<file path="config.mk">
export PLATFORM = sky130hd
export DESIGN_NAME = instr_fetch_unit
export DESIGN_NICKNAME = d
export VERILOG_FILES = /design/src/rtl/instr_fetch_unit.sv
export SDC_FILE = /design/constraint.sdc
export NUM_CORES = 1
export LEC_CHECK = 0
export ABC_AREA = 1
export CORE_MARGIN = 5
export CORE_UTILIZATION = 43
export DETAILED_ROUTE_END_ITERATION = 6
export GPL_ROUTABILITY_DRIVEN = 0
export PLACE_DENSITY = 0.89
export SYNTH_ARGS = -nofsm -noshare
export SYNTH_HDL_FRONTEND = slang
export SYNTH_SLANG_ARGS = --single-unit
</file>
<file path="constraint.sdc">
create_clock -name clk -period 1.4 [get_ports clk]
set_input_delay 0.28 -clock clk [delete_from_list [all_inputs] [get_ports clk]]
set_output_delay 0.28 -clock clk [all_outputs]
set_load 0.005 [all_outputs]
</file>
<file path="src/rtl/instr_fetch_unit.sv">
// Instruction fetch stage: PC, instruction RAM addressing, IR capture and valid/ready hand-off.
// Optional speculative next-word fetch with a one-entry buffer: define INSTR_FETCH_PREFETCH_EN.
module instr_fetch_unit #(
  parameter int ADDR_W   = 9,
  parameter int INSTR_W  = 16,
  parameter int OPC_W    = 6,
  parameter int HALT_OPC = 46,
  parameter int RESET_PC = 0
) (
  input  logic                       clk,
  input  logic                       rst_n,
  input  logic                       start,
  output logic [ADDR_W-1:0]          imem_addr,
  input  logic [INSTR_W-1:0]         imem_data,
  output logic                       ir_valid,
  input  logic                       ir_ready,
  output logic [OPC_W-1:0]           opcode,
  output logic [INSTR_W-OPC_W-1:0]   operand,
  output logic [ADDR_W-1:0]          pc_out,
  input  logic                       branch_take,
  input  logic [9:0]                 branch_addr,
  output logic                       busy,
  output logic                       halted
);

  typedef enum logic [2:0] {
    S_IDLE   = 3'd0,
    S_REQ    = 3'd1,
    S_CAPT   = 3'd2,
    S_HOLD   = 3'd3,
    S_HALTED = 3'd4
  } state_t;

  state_t              state_q, state_d;
  logic [ADDR_W-1:0]   pc_q, pc_d;
  logic [ADDR_W-1:0]   pc_out_q, pc_out_d;
  logic [INSTR_W-1:0]  ir_q, ir_d;
  logic [ADDR_W-1:0]   br_target;
  logic                accept;
  logic                is_halt;

`ifdef INSTR_FETCH_PREFETCH_EN
  logic [INSTR_W-1:0]  buf_q, buf_d;
  logic                buf_vld_q, buf_vld_d;
  logic                pend_q, pend_d;
  logic                have_data;
  logic                issue;
`endif

  assign accept    = (state_q == S_HOLD) && ir_ready;
  assign is_halt   = (ir_q[INSTR_W-1 -: OPC_W] == OPC_W'(HALT_OPC));
  assign br_target = branch_addr[ADDR_W-1:0];

  if (ADDR_W < 10) begin : g_unused_ba
    logic unused_ba;
    assign unused_ba = ^branch_addr[9:ADDR_W];
  end

`ifdef INSTR_FETCH_PREFETCH_EN
  // pc_q is the next address to request; a new request is issued only when
  // its returning word is guaranteed a slot (IR or buffer).
  assign have_data = buf_vld_q || pend_q;
  assign issue     = (state_q == S_CAPT) ||
                     ((state_q == S_HOLD) &&
                      (accept ? !(buf_vld_q && pend_q) : !have_data));
`endif

  always_ff @(posedge clk) begin
    if (!rst_n) state_q <= S_IDLE;
    else        state_q <= state_d;
  end

  always_comb begin
    state_d = state_q;
    case (state_q)
      S_IDLE, S_HALTED: if (start) state_d = S_REQ;
      S_REQ:            state_d = S_CAPT;
      S_CAPT:           state_d = S_HOLD;
      S_HOLD: begin
        if (accept) begin
          if (is_halt)          state_d = S_HALTED;
          else if (branch_take) state_d = S_REQ;
          else begin
`ifdef INSTR_FETCH_PREFETCH_EN
            state_d = have_data ? S_HOLD : S_REQ;
`else
            state_d = S_REQ;
`endif
          end
        end
      end
      default:          state_d = S_IDLE;
    endcase
  end

  always_comb begin
    imem_addr = pc_q;
    ir_valid  = (state_q == S_HOLD);
    busy      = (state_q != S_IDLE) && (state_q != S_HALTED);
    halted    = (state_q == S_HALTED);
    opcode    = ir_q[INSTR_W-1 -: OPC_W];
    operand   = ir_q[INSTR_W-OPC_W-1:0];
    pc_out    = pc_out_q;
  end

  always_comb begin
    pc_d     = pc_q;
    pc_out_d = pc_out_q;
    ir_d     = ir_q;
`ifdef INSTR_FETCH_PREFETCH_EN
    buf_d     = buf_q;
    buf_vld_d = buf_vld_q;
    pend_d    = 1'b0;
    case (state_q)
      S_IDLE, S_HALTED: begin
        if (start) begin
          pc_d      = ADDR_W'(RESET_PC);
          buf_vld_d = 1'b0;
        end
      end
      S_REQ: pc_d = pc_q + ADDR_W'(1);
      S_CAPT: begin
        ir_d      = imem_data;
        pc_out_d  = pc_q - ADDR_W'(1);
        pc_d      = pc_q + ADDR_W'(1);
        pend_d    = 1'b1;
        buf_vld_d = 1'b0;
      end
      S_HOLD: begin
        if (accept) begin
          buf_vld_d = 1'b0;
          if (is_halt) begin
            pend_d = 1'b0;
          end else if (branch_take) begin
            pc_d = br_target;
          end else begin
            pc_out_d = pc_out_q + ADDR_W'(1);
            pend_d   = issue;
            if (issue) pc_d = pc_q + ADDR_W'(1);
            if (buf_vld_q) begin
              ir_d = buf_q;
              if (pend_q) begin
                buf_d     = imem_data;
                buf_vld_d = 1'b1;
              end
            end else if (pend_q) begin
              ir_d = imem_data;
            end else begin
              pc_d   = pc_out_q + ADDR_W'(1);
              pend_d = 1'b0;
            end
          end
        end else begin
          if (pend_q) begin
            buf_d     = imem_data;
            buf_vld_d = 1'b1;
          end
          pend_d = issue;
          if (issue) pc_d = pc_q + ADDR_W'(1);
        end
      end
      default: ;
    endcase
`else
    case (state_q)
      S_IDLE, S_HALTED: if (start) pc_d = ADDR_W'(RESET_PC);
      S_CAPT: begin
        ir_d     = imem_data;
        pc_out_d = pc_q;
        pc_d     = pc_q + ADDR_W'(1);
      end
      S_HOLD: if (accept && !is_halt && branch_take) pc_d = br_target;
      default: ;
    endcase
`endif
  end

  always_ff @(posedge clk) begin
    if (!rst_n) begin
      pc_q      <= ADDR_W'(RESET_PC);
      pc_out_q  <= ADDR_W'(RESET_PC);
      ir_q      <= '0;
`ifdef INSTR_FETCH_PREFETCH_EN
      buf_q     <= '0;
      buf_vld_q <= 1'b0;
      pend_q    <= 1'b0;
`endif
    end else begin
      pc_q      <= pc_d;
      pc_out_q  <= pc_out_d;
      ir_q      <= ir_d;
`ifdef INSTR_FETCH_PREFETCH_EN
      buf_q     <= buf_d;
      buf_vld_q <= buf_vld_d;
      pend_q    <= pend_d;
`endif
    end
  end

endmodule

</file>
==> flow_summary.toml, run 1 <==
[final_layout]
n_antenna_cell = 0
multiInputGateArea_um2 = 905
area_growth_pct = 60.3
register_area_um2 = 767
stdcell_area_um2 = 2760
drive_above_1_share_pct = 22.0
final_cells = 404
fin_nets = 385
fillers = 337

[synth]
yosys_warnings = 0
synth_top_area_cell = "dfxtp_1"
synthCells = 261
synthTopCellsByArea = "dfxtp_1 (43%), nand2_1 (19%), nor2_1 (9.2%)"
syn_area_per_cell_um2 = 6.60
synth-async-reset-ratio_pct = 0
synth_most_common_cell = "nand2_1"
postSynthRegisterBits = 37
yosysSeqAreaShare_pct = 43.0
synth_edf_count = 0
syn_nets = 293
ys.flop_type = "dfxtp_1"
syn_area_um2 = 1720
synth_cell_types = 22
synthTopCellsByCount = "nand2_1 (85), nor2_1 (42), dfxtp_1 (37)"
synth_top_area_share_pct = 43.0

[drt]
wl_met2_um = 2860
dr_wl_met3_um = 367
drc = 0
vias = 1978
highest_layer = "met4"
vias_per_cell = 4.90
wire_per_inst_um = 13.5
drt-pass1-iter-count = 4
routed_wl_um = 5460
wl_met1_um = 2190
drtAntennaViolNets = 0
initialDrtViolationCount = 144

[global_route]
grt.total_usage_pct = 19.8
gr-total-overflow = 0
grt_pass1_vias = 1817
grt_pass1_wl_um = 8260
grt_antenna_before_repair = 0
grt_max_degree = 21

[timing]
setup_viol = 7
max_slew_margin_pct = 79.0
fin_crit_sh_pct = 104
tns_ps = -164
worst_pin_slew_ps = 314
slew_violations = 0
final_hold_viol_count = 0
rsz0062_at_grt = "yes"
fmax_ghz = 0.689
finalCriticalPeriod_ps = 1450
layout_setup_ws_ps = -52.4
fin_skew_ps = 8.50

[placed_design]
hpwl_um = 3620
portBuffers = 66
dpl_cell_area_um2 = 2510
pre_cts_slack_ps = -192
dp.cells = 384

[worst_setup_path]
crit_fanout = 7
worstSetupPathType = "flip-flop to flip-flop"
slowest_stage = "dfxtp_2"
crit_path_start_kind = "flip-flop"
regToRegSetupSlack_ps = -50
crit_chain = "buf_6 -> buf_6 -> nand2_4 -> nand2_2 -> nand2_2 -> nor2_4 -> buf_6 -> nand3_2 -> nor2_1 -> nor2_1"
critical_path.max_stage_delay_ps = 360
r2r_cells = 10
critical_path_required_ps = 1590
cpMostUsedCell = "buf_6"
cp-end-kind = "flip-flop"
cp.arrival_ps = 1640

[die]
rows = 23
fp.dieH_um = 73.3
floorplan.initialDensity_pct = 43.7
core_area_um2 = 3940
num_io_pins = 68
dieArea_um2 = 5370
die_w_um = 73.3

[worst_hold_path]
whs_path_depth = 2
hp-class = "flip-flop to flip-flop"

[outcome]
failed_checks = "setup timing"
status = "complete, but fails checks"

[cts]
clkTransAtPathRegs_ps = 80
cts_root_buf = "clkbuf_8"
cts_tree = "yes"
clk_path_buf_depth = 2
htreeDepth = 2
clock_latency_ps = 290
cts_buffers = 5
holdBufCountCts = 0
cts_num_sinks = 37

[pwr]
p_leak_nw = 1.33
powerDensity_nw_per_um2 = 1410
total_power_mw = 3.88
vdd_drop_max_mv = 0.702

[run]
cap_violations = 0
cells in the final DEF, fill, tap and decap left out, drive strengths merged:
cell	synthesis	final
nand2	88	89
nor2	44	44
dfxtp	37	37
dlygate4sd2	0	35
a21oi	29	29
clkdlybuf4s50	0	29
buf	4	26
inv	24	24
nand3	14	14
o21ai	12	12
clkbuf	4	7
clkinv	2	4
a31oi	1	1
nor3	1	1
ha	1	1
clkdlybuf4s15	0	1
final timing paths:
check | start | endpoint
min reg2reg | ir_q[5] | ir_q[5]
max reg2reg | state_q[1] | imem_addr[7]
max | state_q[1] | imem_addr[7]
min | ir_q[5] | ir_q[5]
where the power goes:
part | internal (mW) | switching, mW
Clock | 0.399 | 0.398
Sequential | 1.28 | 0.152
Combinational | 0.785 | 0.862
stage by stage:
step | util, % | hold WS, ps
final | 70.0 | 462
after global routing | 70.0 | 489
after CTS | 67.3 | 464
after detailed placement | 63.6 | 455
after global placement | 63.6 | 452
after floorplan | - | 423
layer usage:
layer	track usage [%]	vias to the layer above
li1	-	1003
met1	23.9	909
met2	35.1	59
met3	4.65	7
met4	5.33	0
met5	0	-
layout make-up:
type / count / share of cell area (%)
Clock buffer: 6 / 2.99
Multi-Input combinational cell: 191 / 32.8
Inverter: 26 / 3.76
Sequential cell: 37 / 27.8
Clock inverter: 2 / 0.499
Timing Repair Buffer: 92 / 29.9
Tap cell: 50 / 2.27
critical path: cells and delay by family (launching register included):
kind / cells / cell delay, ps
DFF: 1 / 360
and+or+nand+nor: 7 / 620
buffers and inverters: 3 / 380
cells by family after synthesis:
family                   count (synthesis)  share of synthesized area (%)
buffers and inverters                   34                           8.65
AO/OA/AOI/OAI                           42                           12.3
adder cells (fa/ha/maj)                  1                          0.727
flip-flops                              37                           43.0
AND/OR/NAND/NOR                        147                           35.3
sequential cells by signal, indices dropped and copies added (netlist names):
name	flops
pc_out	9
imem_addr	9
ir_q	16
state_q	3
what timing repair did:
action | in CTS | in global routing
gates cloned | 0 | 1
resized for setup | 60 | 29
endpoints found under the setup margin | 38 | 35
pin swaps | 0 | 10
buffers inserted | 7 | 4
(Power assumes the default switching activity.)
==> inputs of run 2 (changes only) <==
Settings changed: CTS_CLUSTER_DIAMETER set to 120.
==> results of run 2 <==
No change in the layout: final DEF, timing and power equal those of run 1.
==> inputs of run 3 (changes only) <==
Settings changed: CORE_ASPECT_RATIO set to 0.75.
==> run 3 against run 2 <==
The flow now finishes without violations. Register-to-register slack improved by 70 ps. Critical path depth increased by 1. First-iteration DRC count increased by 63%. Highest routed layer unchanged. Sequential power about the same. Largest cell class unchanged. Sequential share of layout area decreased by 0.23 points. Clock skew increased by 2.0 ps. Worst setup slack improved by 74 ps.
==> flow_summary.toml, run 3 (synthesis gave the netlist of run 1 again) <==
[timing]
fin_skew_ps = 10.5
fin_crit_sh_pct = 98.4
rsz0062_at_grt = "yes"
max_slew_margin_pct = 82.6
worst_pin_slew_ps = 260
setup_viol = 0
slew_violations = 0
final_hold_viol_count = 0
fmax_ghz = 0.726
hold_slack_ps = 458
finalCriticalPeriod_ps = 1380

[worst_setup_path]
startpoint = "state_q[2]"
endpoint = "imem_addr[1]"
critical_path_required_ps = 1590
critical_path.max_stage_delay_ps = 330
worstSetupPathType = "flip-flop to flip-flop"
cp.arrival_ps = 1570
crit_family = "simple AND/OR/NAND/NOR gates"
crit_path_start_kind = "flip-flop"
r2r_cells = 11
r2r_end = "imem_addr[1]"
crit_cells = 11
slowest_stage = "dfxtp_2"
critPathBufInv = 4
reg2reg_from = "state_q[2]"
cp-end-kind = "flip-flop"
crit_chain = "inv_2 -> buf_6 -> nand2_2 -> nand2_2 -> nand2_2 -> nor2_4 -> buf_12 -> buf_4 -> nand3_1 -> nand2_1 -> nor2_1"
cpMostUsedCell = "nand2_2"
regToRegSetupSlack_ps = 20
crit_fanout = 5

[worst_hold_path]
hp-class = "flip-flop to flip-flop"

[outcome]
status = "finished, final reports clean"

[drt]
wire_per_inst_um = 13.6
routed_wl_um = 5510
initialDrtViolationCount = 235
vias = 1973
drt-pass1-iter-count = 5
drtAntennaViolNets = 0
vias_per_cell = 4.86
drc = 0

[final_layout]
fin_nets = 385
n_antenna_cell = 0
stdcell_area_um2 = 2790
area_growth_pct = 61.9
multiInputGateArea_um2 = 921
drive_above_1_share_pct = 20.3
regMostFlops = "ir_q"
fillers = 301
final_cell_mix = "nand2_1 (81), nor2_1 (36), dlygate4sd2_1 (33), a21oi_1 (29), clkdlybuf4s50_1 (29)"
largest_reg_flops = 16
layout_commonest_cell = "nand2_1"
register_area_um2 = 768

[die]
rows = 19
dieArea_um2 = 5380
num_io_pins = 68
fp.dieH_um = 64.8
die_w_um = 83.1
core_area_um2 = 3760
floorplan.initialDensity_pct = 45.8

[global_route]
grt_pass1_wl_um = 8480
grt_pass1_vias = 1749
grt.total_usage_pct = 19.4
grt_max_degree = 18
gr-total-overflow = 0
grt_antenna_before_repair = 0

[run]
cap_violations = 0

[cts]
cts_num_sinks = 37
cts_tree = "yes"
clk_path_buf_depth = 2
cts_root_buf = "clkbuf_8"
htreeDepth = 2
clock_latency_ps = 290
cts_buffers = 5
holdBufCountCts = 0
clkTransAtPathRegs_ps = 80

[placed_design]
hpwl_um = 3690
dpl_cell_area_um2 = 2530
portBuffers = 66

[pwr]
powerDensity_nw_per_um2 = 1380
p_leak_nw = 1.35
vdd_drop_max_mv = 1.07
-- run 3: cell count changes in the layout (fill, tap and decap cells not counted), moves of 2 or more --
| cell | previous run | this run |
|---|---|---|
| buf_12 | 0 | 2 |
| buf_6 | 5 | 2 |
| clkbuf_1 | 0 | 3 |
| dfxtp_2 | 12 | 10 |
| dlygate4sd2_1 | 35 | 33 |
| dlymetal6s2s_1 | 0 | 3 |
| nand2_4 | 2 | 0 |
| nand3_1 | 7 | 9 |
| nand3_2 | 5 | 3 |
| nor2_2 | 7 | 5 |
| nor2_4 | 1 | 3 |
| o21ai_0 | 8 | 11 |
| o21ai_1 | 3 | 1 |
-- run 3: per-layer routing --
| layer | vias up | track usage, % | part of all wire (%) |
|---|---|---|---|
| met5 | - | 0 | 0 |
| met4 | 0 | 5.51 | 1.5 |
| met3 | 10 | 5.95 | 8.1 |
| met2 | 81 | 32.7 | 47 |
| met1 | 880 | 24.3 | 43 |
| li1 | 1002 | - | - |
-- run 3: area by class of cell --
type,count,area share [%]
multi-input combinational,191,33.0
clock buffer,8,2.87
tap,52,2.33
sequential,37,27.6
inverter,26,3.55
timing repair buffer,92,30.7
-- run 3: through the flow --
step	TNS [ps]	instances	setup WS (ps)	utilization, %	power [mW]
final	0	406	21.9	74.2	3.86
after global routing	-359	406	-58.8	74.2	4.13
after CTS	0	401	1.90	70.6	3.63
after detailed placement	-1510	387	-192	67.3	2.91
after global placement	-950	387	-134	67.3	2.86
after floorplan	0	261	209	-	2.15
-- run 3: worst min path at each step --
stage	endpoint	cells past startpoint	slack [ps]	startpoint
after floorplan	ir_q[3]	2	420	imem_data[3]
after global placement	ir_q[7]	2	450	ir_q[7]
after detailed placement	ir_q[5]	2	450	ir_q[5]
after CTS	ir_q[5]	2	460	ir_q[5]
after global routing	ir_q[15]	2	480	ir_q[15]
final	ir_q[5]	2	460	ir_q[5]
-- run 3: worst reg2reg max path, stage by stage (launching register included) --
cell	delay, ps
dfxtp_2	330
inv_2	70
buf_6	120
nand2_2	60
nand2_2	70
nand2_2	80
nor2_4	140
buf_12	140
buf_4	110
nand3_1	60
nand2_1	60
nor2_1	30
-- run 3: repair_timing --
item	in CTS	in global routing
gates cloned	0	1
gates resized for setup	54	27
pin swaps	0	7
setup endpoints to repair	37	30
buffers inserted	6	4
-- run 3: power breakdown --
group	switching [mW]	leakage [nW]	internal [mW]	total, mW
logic	0.889	1.00	0.828	1.72
clock network	0.361	0.0395	0.354	0.715
registers	0.139	0.309	1.29	1.42
total	1.39	1.35	2.47	3.86
